--- src/rtl/csel_pkg.sv ---
// Shared constants and result types for the carry/borrow-select datapath blocks.
package csel_pkg;

  localparam int unsigned WIDTH = 16;
  localparam int unsigned BLOCK = 4;
  localparam int unsigned NBLK  = WIDTH / BLOCK;

  typedef struct packed {
    logic [WIDTH-1:0] diff;
    logic             bout;
    logic             ovf;
    logic             zero;
  } sub_res_t;

  // Two's-complement overflow of a - b: operand signs differ and the result sign left the minuend's.
  function automatic logic sub_ovf(input logic a_msb, input logic b_msb, input logic d_msb);
    return (a_msb != b_msb) && (d_msb != a_msb);
  endfunction

endpackage

--- src/rtl/csel_sub_block.sv ---
// One borrow-select block: differences and borrows for both possible borrow-in values.
module csel_sub_block
  import csel_pkg::*;
#(
  parameter int unsigned BW = BLOCK
) (
  input  logic [BW-1:0] a,
  input  logic [BW-1:0] b,
  output logic [BW-1:0] d0,
  output logic          b0,
  output logic [BW-1:0] d1,
  output logic          b1
);

  // The extra top bit of a (BW+1)-bit difference is the borrow out.
  assign {b0, d0} = {1'b0, a} - {1'b0, b};
  assign {b1, d1} = {1'b0, a} - {1'b0, b} - {{BW{1'b0}}, 1'b1};

endmodule

--- src/rtl/carry_select_subtractor_pipe.sv ---
// Two-stage borrow-select subtractor with valid/ready handshake on both sides.
module carry_select_subtractor_pipe
  import csel_pkg::*;
(
  input  logic             clk,
  input  logic             rst_n,
  input  logic             in_valid,
  output logic             in_ready,
  input  logic [WIDTH-1:0] a,
  input  logic [WIDTH-1:0] b,
  input  logic             bin,
  output logic             out_valid,
  input  logic             out_ready,
  output logic [WIDTH-1:0] diff,
  output logic             bout,
  output logic             ovf,
  output logic             zero
);

  logic [WIDTH-1:0] blk_d0_s, blk_d1_s;
  logic [NBLK-1:0]  blk_b0_s, blk_b1_s;

  logic [WIDTH-1:0] s1_d0_q, s1_d1_q;
  logic [NBLK-1:0]  s1_b0_q, s1_b1_q;
  logic             s1_bin_q, s1_amsb_q, s1_bmsb_q, s1_valid_q;

  logic             out_valid_q;
  sub_res_t         res_q, res_d;
  logic             s1_adv_s, s2_adv_s;

  for (genvar k = 0; k < NBLK; k++) begin : g_blk
    csel_sub_block #(.BW(BLOCK)) u_blk (
      .a  (a[k*BLOCK +: BLOCK]),
      .b  (b[k*BLOCK +: BLOCK]),
      .d0 (blk_d0_s[k*BLOCK +: BLOCK]),
      .b0 (blk_b0_s[k]),
      .d1 (blk_d1_s[k*BLOCK +: BLOCK]),
      .b1 (blk_b1_s[k])
    );
  end

  // Stall chain depends only on registered valids and the consumer, never on in_valid.
  assign s2_adv_s = !out_valid_q || out_ready;
  assign s1_adv_s = !s1_valid_q || s2_adv_s;
  assign in_ready = s1_adv_s;

  // Stage 1: capture both candidate results of every block plus sign bits and borrow-in.
  always_ff @(posedge clk or negedge rst_n) begin
    if (!rst_n) begin
      s1_valid_q <= 1'b0;
      s1_d0_q    <= {WIDTH{1'b0}};
      s1_d1_q    <= {WIDTH{1'b0}};
      s1_b0_q    <= {NBLK{1'b0}};
      s1_b1_q    <= {NBLK{1'b0}};
      s1_bin_q   <= 1'b0;
      s1_amsb_q  <= 1'b0;
      s1_bmsb_q  <= 1'b0;
    end else if (s1_adv_s) begin
      s1_valid_q <= in_valid;
      s1_d0_q    <= blk_d0_s;
      s1_d1_q    <= blk_d1_s;
      s1_b0_q    <= blk_b0_s;
      s1_b1_q    <= blk_b1_s;
      s1_bin_q   <= bin;
      s1_amsb_q  <= a[WIDTH-1];
      s1_bmsb_q  <= b[WIDTH-1];
    end else begin
      s1_valid_q <= s1_valid_q;
    end
  end

  // Select chain: each block's resolved borrow picks the next block's precomputed result.
  always_comb begin : p_select
    logic br_v;
    br_v       = s1_bin_q;
    res_d.diff = {WIDTH{1'b0}};
    for (int unsigned k = 0; k < NBLK; k++) begin
      res_d.diff[k*BLOCK +: BLOCK] = br_v ? s1_d1_q[k*BLOCK +: BLOCK] : s1_d0_q[k*BLOCK +: BLOCK];
      br_v                         = br_v ? s1_b1_q[k] : s1_b0_q[k];
    end
    res_d.bout = br_v;
    res_d.ovf  = sub_ovf(s1_amsb_q, s1_bmsb_q, res_d.diff[WIDTH-1]);
    res_d.zero = (res_d.diff == {WIDTH{1'b0}});
  end

  // Stage 2: output register, held while the consumer stalls.
  always_ff @(posedge clk or negedge rst_n) begin
    if (!rst_n) begin
      out_valid_q <= 1'b0;
      res_q       <= {$bits(sub_res_t){1'b0}};
    end else if (s2_adv_s) begin
      out_valid_q <= s1_valid_q;
      res_q       <= res_d;
    end else begin
      out_valid_q <= out_valid_q;
    end
  end

  assign out_valid = out_valid_q;
  assign diff      = res_q.diff;
  assign bout      = res_q.bout;
  assign ovf       = res_q.ovf;
  assign zero      = res_q.zero;

endmodule

--- config.mk ---
export PLATFORM = sky130hd
export DESIGN_NAME = carry_select_subtractor_pipe
export DESIGN_NICKNAME = d
export VERILOG_FILES = /design/src/rtl/csel_pkg.sv /design/src/rtl/csel_sub_block.sv /design/src/rtl/carry_select_subtractor_pipe.sv
export SDC_FILE = /design/constraint.sdc
export NUM_CORES = 1
export LEC_CHECK = 0
export BUFFER_PORTS_ARGS = -buffer_cell sky130_fd_sc_hd__buf_4
export CORE_UTILIZATION = 52
export DETAILED_ROUTE_END_ITERATION = 16
export PLACE_DENSITY = 0.85
export SKIP_LAST_GASP = 1
export SLEW_MARGIN = 5
export SYNTH_ARGS = -nofsm -noshare
export SYNTH_HDL_FRONTEND = slang
export SYNTH_SLANG_ARGS = --single-unit
--- constraint.sdc ---
create_clock -name clk -period 2.3 [get_ports clk]
set_clock_uncertainty 0.2 [all_clocks]
set_input_delay 0.345 -clock clk [delete_from_list [all_inputs] [get_ports clk]]
set_output_delay 0.345 -clock clk [all_outputs]
set_load 0.02 [all_outputs]
==> results of run 1 <==
==> routing by layer <==
| layer | global-route usage [%] | routed length, um |
|---|---|---|
| met1 | 25.7 | 3190 |
| met2 | 40.3 | 3970 |
| met3 | 6.29 | 316 |
| met4 | 7.27 | 119 |
| met5 | 0 | 0 |
==> flip-flops by register name, indices dropped and copies added, names as in the netlist, 4 cells and up <==
name,count
s1_d1_q,16
s1_b0_q,4
s1_d0_q,16
s1_b1_q,4
diff,16
==> final timing paths <==
check	start	endpoint	depth (start not counted)
max	a[0]	s1_b1_q[0]	10
min	bin	s1_bin_q	3
max reg2reg	s1_bin_q	zero	5
min reg2reg	s1_valid_q	out_valid	1
max in group asynchronous	rst_n	s1_d0_q[5]	2
min in group asynchronous	rst_n	bout	2
==> cells in the final DEF (no fill, tap or decap), types with 3 or more instances in the layout <==
cell type / synthesis / final
buf_4: 0 / 75
nand2_1: 66 / 66
dfrtp_1: 64 / 64
nor2_1: 30 / 30
o21ai_0: 29 / 29
inv_1: 24 / 24
ha_1: 20 / 19
a21oi_1: 17 / 17
mux2i_1: 16 / 16
nor2b_1: 12 / 12
xor2_1: 12 / 12
clkbuf_8: 0 / 11
a31oi_1: 8 / 8
nand2b_1: 7 / 7
nand3_1: 6 / 6
o21a_1: 5 / 5
nor4_1: 5 / 5
mux2_2: 4 / 4
nor3_1: 5 / 4
fa_1: 4 / 4
xnor2_1: 3 / 3
nand3b_1: 3 / 3
o211ai_1: 3 / 3
==> per-stage QoR <==
step / setup WS (ps) / instance area (um2) / setup TNS (ps)
2_1_floorplan: -7.43 / 3730 / -7.43
5_1_grt: 11.4 / 4570 / 0
3_3_place_gp: -123 / 4350 / -345
3_5_place_dp: -228 / 4350 / -836
6_report: 105 / 4570 / 0
4_1_cts: 128 / 4570 / 0
==> timing repair <==
action	in CTS	in global routing
hold buffers	2	0
setup buffers	0	0
endpoints found under the hold margin	65	0
==> Yosys cell counts (4+ instances only) <==
cell | n | share of area (%)
mux2i_1 | 16 | 4.3
fa_1 | 4 | 2.2
clkbuf_1 | 9 | 0.91
nor4_1 | 5 | 0.84
nor3_1 | 5 | 0.67
dfrtp_1 | 64 | 43
o21ai_0 | 29 | 3.9
ha_1 | 20 | 6.7
nand2b_1 | 7 | 1.2
nor2_1 | 30 | 3.0
nor2b_1 | 12 | 2.0
nand2_1 | 66 | 6.7
a21oi_1 | 17 | 2.3
nand3_1 | 6 | 0.81
xor2_1 | 12 | 2.8
inv_1 | 24 | 2.4
o21a_1 | 5 | 1.0
mux2_2 | 4 | 1.2
a31oi_1 | 8 | 1.3
==> critical path: stages <==
cell and delay, ps:
buf_4 70, inv_1 30, ha_1 210, fa_1 450, ha_1 230, and2_1 150
o311a_1 110, a311oi_1 340, xor2_1 170, o21ai_0 90
==> report_power, final <==
part           internal [uW]  switching, uW  leakage (uW)  total, uW
combinational            616            640       0.00135       1260
clock                    557            412      0.000103        969
sequential              1390            227      0.000750       1620
total                   2570           1280       0.00220       3840
==> cell type report <==
| type | count | area, um2 | share of cell area (%) |
|---|---|---|---|
| clock inverter | 3 | 40.0 | 0.876 |
| clock buffer | 13 | 159 | 3.47 |
| inverter | 25 | 93.8 | 2.05 |
| tap | 96 | 120 | 2.63 |
| multi-input combinational | 288 | 1980 | 43.2 |
| sequential | 64 | 1600 | 35.0 |
| timing repair buffer | 77 | 583 | 12.7 |
==> kinds of logic after synthesis <==
family / after synthesis / synth area share (%)
adders and majority gates: 24 / 8.87
buffers and inverters: 39 / 4.20
xor gates and xnor gates: 19 / 6.01
DFF: 64 / 43.0
AOI/OAI and AO/OA: 76 / 12.6
and+or+nand+nor: 146 / 18.2
muxes: 23 / 7.12
==> reports/metrics.yaml, run 1 <==
clkTransAtPathRegs_ps: 60
fmax_mhz: 456
finalHoldViolCount: 0
finalCriticalPeriod_ps: 2200
start_util_pct: 54.2
syn_to_final_growth_pct: 22.8
path_max_fanout: 4
hold_path.class: "input port to register"
whs_ps: 17.2
fill_cells: 552
leakage_uw: 0.00220
dr.pass1.iters: 5
fin_crit_sh_pct: 95.4
fin_cells: 566
port_buffers: 57
cts_tree: "done"
htree_levels: 3
p_per_area_nw_per_um2: 841
cp.required_ps: 2310
reg2reg_slack_ps: 210
syn_area_per_cell_um2: 9.52
status: "finished clean"
dp_hpwl_mm: 5.66
syn_inst: 391
die_w_um: 86.6
synth-main-ff-cell: "dfrtp_1"
ys_async_sr_fraction_pct: 100
place_congestion: 0.823
n_antenna_cell: 0
grt_pass1_wl_mm: 12.9
cts_root_buf: "clkbuf_8"
die-area_um2: 7500
worst_pin_slew_ps: 778
rsz0062_at_grt: "no"
relSlewSlack_pct: 48.1
dp_cells: 548
grt_remaining_overflow: 0
endpoint_kind: "register"
drive_gt1_share_pct: 21.7
finalPower_uw: 3840
die_h_um: 86.6
setup_viol: 0
grt_max_degree: 65
yosysWarnings: 0
wl_per_cell_um: 13.4
post_cts_resized: 0
syn_area_um2: 3720
ys_seq_area_share_pct: 43.0
antenna_found_initial: 0
ant_nets: 0
grt_usage_pct: 22.4
grt_pass1_vias: 2903
io_pins: 58
synth_edf_count: 0
vias_per_cell: 5.25
utilization_pct: 66.6
drv_slew: 0
ys_seq_elements: 64
rows: 30
critPathKind: "input port to register"
clockBufferDepth: 2
via_count: 2971
coreArea_um2: 6870
synth_cell_types: 51
routed_wl_mm: 7.59
nets: 526
drc: 0
crit_path_start_kind: "input port"
syn-num-nets: 452
max-vdd-ir-drop_mv: 0.453
clkLatencyLatePin_ps: 350
drt_iter0_drc: 98
cap_violations: 0
cts_sinks: 64
cts_buffers: 9
arrival_ps: 2200
(Power assumes the default switching activity.)
==> run 2: changes to the inputs <==
SETUP_SLACK_MARGIN = 0.5   (was unset)
clock period = 1.8 ns   (was 2.3 ns; I/O delays follow)
==> run 2 against run 1 <==
- the flow now stops in global routing (5_1_grt)
- synthesized area unchanged
- synthesized cell count did not move
==> reports/metrics.yaml, run 2 <==
place_congestion: 0.852  # +3.5%
clockBufferDepth: 2  # unchanged
syn-num-nets: 452  # unchanged
htree_levels: 3  # unchanged
post_dp_cell_area_um2: 4990  # +15%
status: "aborted with a tool error"
ys_top_cells_by_count: "66 x nand2_1, 64 x dfrtp_1, 30 x nor2_1, 29 x o21ai_0, 24 x inv_1"
lastStage: "global routing (5_1_grt)"
cts_sinks: 64  # unchanged
worst_path_end_type: "register data pin"
io_pins: 58  # unchanged
syn_area_per_cell_um2: 9.52  # unchanged
synth_top_area_cell: "dfrtp_1"
grt_remaining_overflow: 407
synth-main-ff-cell: "dfrtp_1"
ys_seq_area_share_pct: 43.0  # unchanged
port_buffers: 57  # unchanged
die_w_um: 86.6  # unchanged
syn_inst: 391  # unchanged
ys_seq_elements: 64  # unchanged
rows: 30  # unchanged
synth_edf_count: 0  # unchanged
cts_buffers: 9  # unchanged
error: "[ERROR GRT-0232] Routing congestion too high. Check the congestion heatmap in the GUI."
cts_root_buf: "clkbuf_8"
worst_endpoint: "ovf$_DFFE_PN0P_/D"
start_util_pct: 54.2  # unchanged
grt_usage_pct: 91.7
syn_area_um2: 3720  # unchanged
yosysWarnings: 0  # unchanged
yosysMostFrequentCell: "nand2_1"
synth_top_cell_area_share_pct: 43.0  # unchanged
synth_cell_types: 51  # unchanged
synth.top_cells.by_area: "dfrtp_1 43%, ha_1 6.7%, nand2_1 6.7%"
ys_async_sr_fraction_pct: 100  # unchanged
dp_hpwl_mm: 6.88  # +22%
grt_max_degree: 35
die_h_um: 86.6  # unchanged
==> run 2: cell families after synthesis <==
logic type,after synthesis,synth area share [%]
AOI/OAI and AO/OA,76,12.6
DFF,64,43.0
buffers and inverters,39,4.20
muxes,23,7.12
xor gates and xnor gates,19,6.01
and+or+nand+nor,146,18.2
adders and majority gates,24,8.87
==> run 2: stage by stage <==
stage,TNS (ps),util (%),cells,setup slack (ps),hold slack [ps]
floorplan,-3430,-,391,-403,-226
global placement,-4820,72.7,588,-470,23.6
detailed placement,-6430,72.7,588,-575,27.1
CTS,-2410,91.5,649,-258,52.8
==> run 2: metal layers <==
| layer | overflow | global-route usage (%) |
|---|---|---|
| met2 | 255 | 115 |
| met3 | 2 | 68.3 |
| met5 | 0 | 28.0 |
| met1 | 2 | 83.5 |
| met4 | 148 | 114 |
==> run 2: timing repair <==
action,CTS
hold endpoints to repair,33
pin swaps,44
setup endpoints to repair,82
cloned,10
gates resized for setup,141
setup buffers,31
hold buffers,4
==> run 3: changes to the inputs <==
CORE_UTILIZATION = 40   (was 52)
PLACE_DENSITY = unset   (was 0.85)
PLACE_DENSITY_LB_ADDON = 0.15   (was unset)
SETUP_SLACK_MARGIN = unset   (was 0.5)
clock period = 2.3 ns   (was 1.8 ns; I/O delays follow)
==> run 3 against run 2 <==
- the run now ends clean
==> reports/metrics.yaml, run 3 (synthesized netlist as in run 1, its figures left out) <==
crit_path_start_kind: "input port"
fin_crit_sh_pct: 94.7
wl_per_cell_um: 12.9
p_int_uw: 2600
r2r_start: "s1_bin_q"
start_util_pct: 42.1  # -12 points
cp_slowest_cell: "fa_1"
die-area_um2: 9700
cts_tree: "done"
n_antenna_cell: 0
layout_commonest_cell: "buf_4"
utilization_pct: 52.1
rows: 34  # +13%
rsz0062_at_grt: "no"
p_switching_uw: 1260
r2r_cells: 5
die_w_um: 98.5  # +14%
nets: 528
drc: 0
finalHoldViolCount: 0
grt_pass1_vias: 2853
htree_levels: 3  # unchanged
sw_frac_of_total_pct: 32.6
die_h_um: 98.5  # +14%
endpoint_kind: "register"
ant_nets: 0
cp.required_ps: 2360
io_pins: 58  # unchanged
cap_violations: 0
port_buffers: 57  # unchanged
relSlewSlack_pct: 46.1
antenna_found_initial: 0
timing.rr.end: "bout"
drt_iter0_drc: 92
drv_slew: 0
leakage_uw: 0.00221
syn_to_final_growth_pct: 23.8
p_per_area_nw_per_um2: 836
dp_hpwl_mm: 5.49  # -20%
coreArea_um2: 8850
arrival_ps: 2240
max-vdd-ir-drop_mv: 0.402
cp-endpoint: "s1_b1_q[3]"
status: "finished clean"
comb_power_share_pct: 32.7
finalCriticalPeriod_ps: 2180
grt_pass1_wl_mm: 12.9
cp-startpoint: "a[12]"
worst_pin_slew_ps: 808
drive_gt1_share_pct: 22.3
path_max_fanout: 3
grt_usage_pct: 16.6
hold_path.class: "input port to register"
routed_wl_mm: 7.46
clockBufferDepth: 2  # unchanged
clkLatencyLatePin_ps: 340
cts_root_buf: "clkbuf_8"
grt_remaining_overflow: 0
dr.pass1.iters: 6
place_congestion: 0.730  # -14%
cts_buffers: 9  # unchanged
via_count: 2930
whs_ps: 21.9
setup_viol: 0
critPathKind: "input port to register"
fill_cells: 849
fmax_mhz: 459
post_cts_buffers: 0  # -100%
clkTransAtPathRegs_ps: 70
power_frac_seq_pct: 41.6
cp_cell_sequence: "buf_4, inv_1, ha_1, fa_1, nor2b_1, or2_4, a221o_1, a31o_2, a31oi_1"
cts_sinks: 64  # unchanged
clockPowerShare_pct: 25.7
vias_per_cell: 5.06
grt_max_degree: 65
reg2reg_slack_ps: 190
critPathMaxStageDelay_ps: 400
mostFrequentLayoutCells: "77 x buf_4, 66 x nand2_1, 64 x dfrtp_1, 30 x nor2_1, 29 x o21ai_0"
[run 3: metal layers]
layer / up-vias / wire length, um / GRT usage (%) / part of all wire [%]
met4: 0 / 66 / 4.13 / 0.88
met2: 49 / 3700 / 28.9 / 50
met3: 6 / 258 / 3.83 / 3.5
met5: - / 0 / 0 / 0
li1: 1490 / - / - / -
met1: 1385 / 3430 / 20.9 / 46
[run 3: power groups by stage]
stage	registers, uW	logic, uW	clock network [uW]
floorplan	1700	704	0
global placement	1620	1250	0
detailed placement	1630	1270	0
CTS	1610	1280	1010
global route	1640	1400	1070
finish	1600	1260	991
[run 3: repair_timing]
action | in CTS | in global routing
resized for setup | 0 | 0
hold buffers | 2 | 0
hold endpoints to repair | 65 | 0
[run 3: worst min path at each step]
stage | cells after the start | start | to
global route | 3 | a[15] | s1_amsb_q
floorplan | 0 | rst_n | bout
detailed placement | 1 | s1_valid_q | out_valid
finish | 3 | a[15] | s1_amsb_q
global placement | 1 | s1_valid_q | out_valid
CTS | 3 | bin | s1_bin_q
[run 3: cell type report]
| cell class | count | area, um2 | share of cell area (%) |
|---|---|---|---|
| clock buffers | 12 | 165 | 3.58 |
| inverters | 25 | 93.8 | 2.04 |
| multi-input cells | 288 | 1980 | 42.9 |
| flip-flops and latches | 64 | 1600 | 34.7 |
| repair buffers | 79 | 598 | 13.0 |
| well taps | 108 | 135 | 2.93 |
| clock inverters | 3 | 40.0 | 0.869 |
[run 3: worst max-delay path, delay by kind of cell]
| family | cells | cell delay (ps) |
|---|---|---|
| adder cells (fa/ha/maj) | 2 | 620 |
| buffers and inverters | 2 | 100 |
| AO/OA/AOI/OAI | 3 | 750 |
| AND/OR/NAND/NOR | 2 | 420 |
[run 3: stage by stage]
step	instance area (um2)	setup WS (ps)	TNS, ps	total power (uW)	cells
global route	4610	27.2	0	4110	579
floorplan	3730	-7.43	-7.43	2410	391
global placement	4380	-152	-427	2870	562
detailed placement	4380	-211	-725	2900	562
CTS	4610	121	0	3900	579
finish	4610	122	0	3850	579
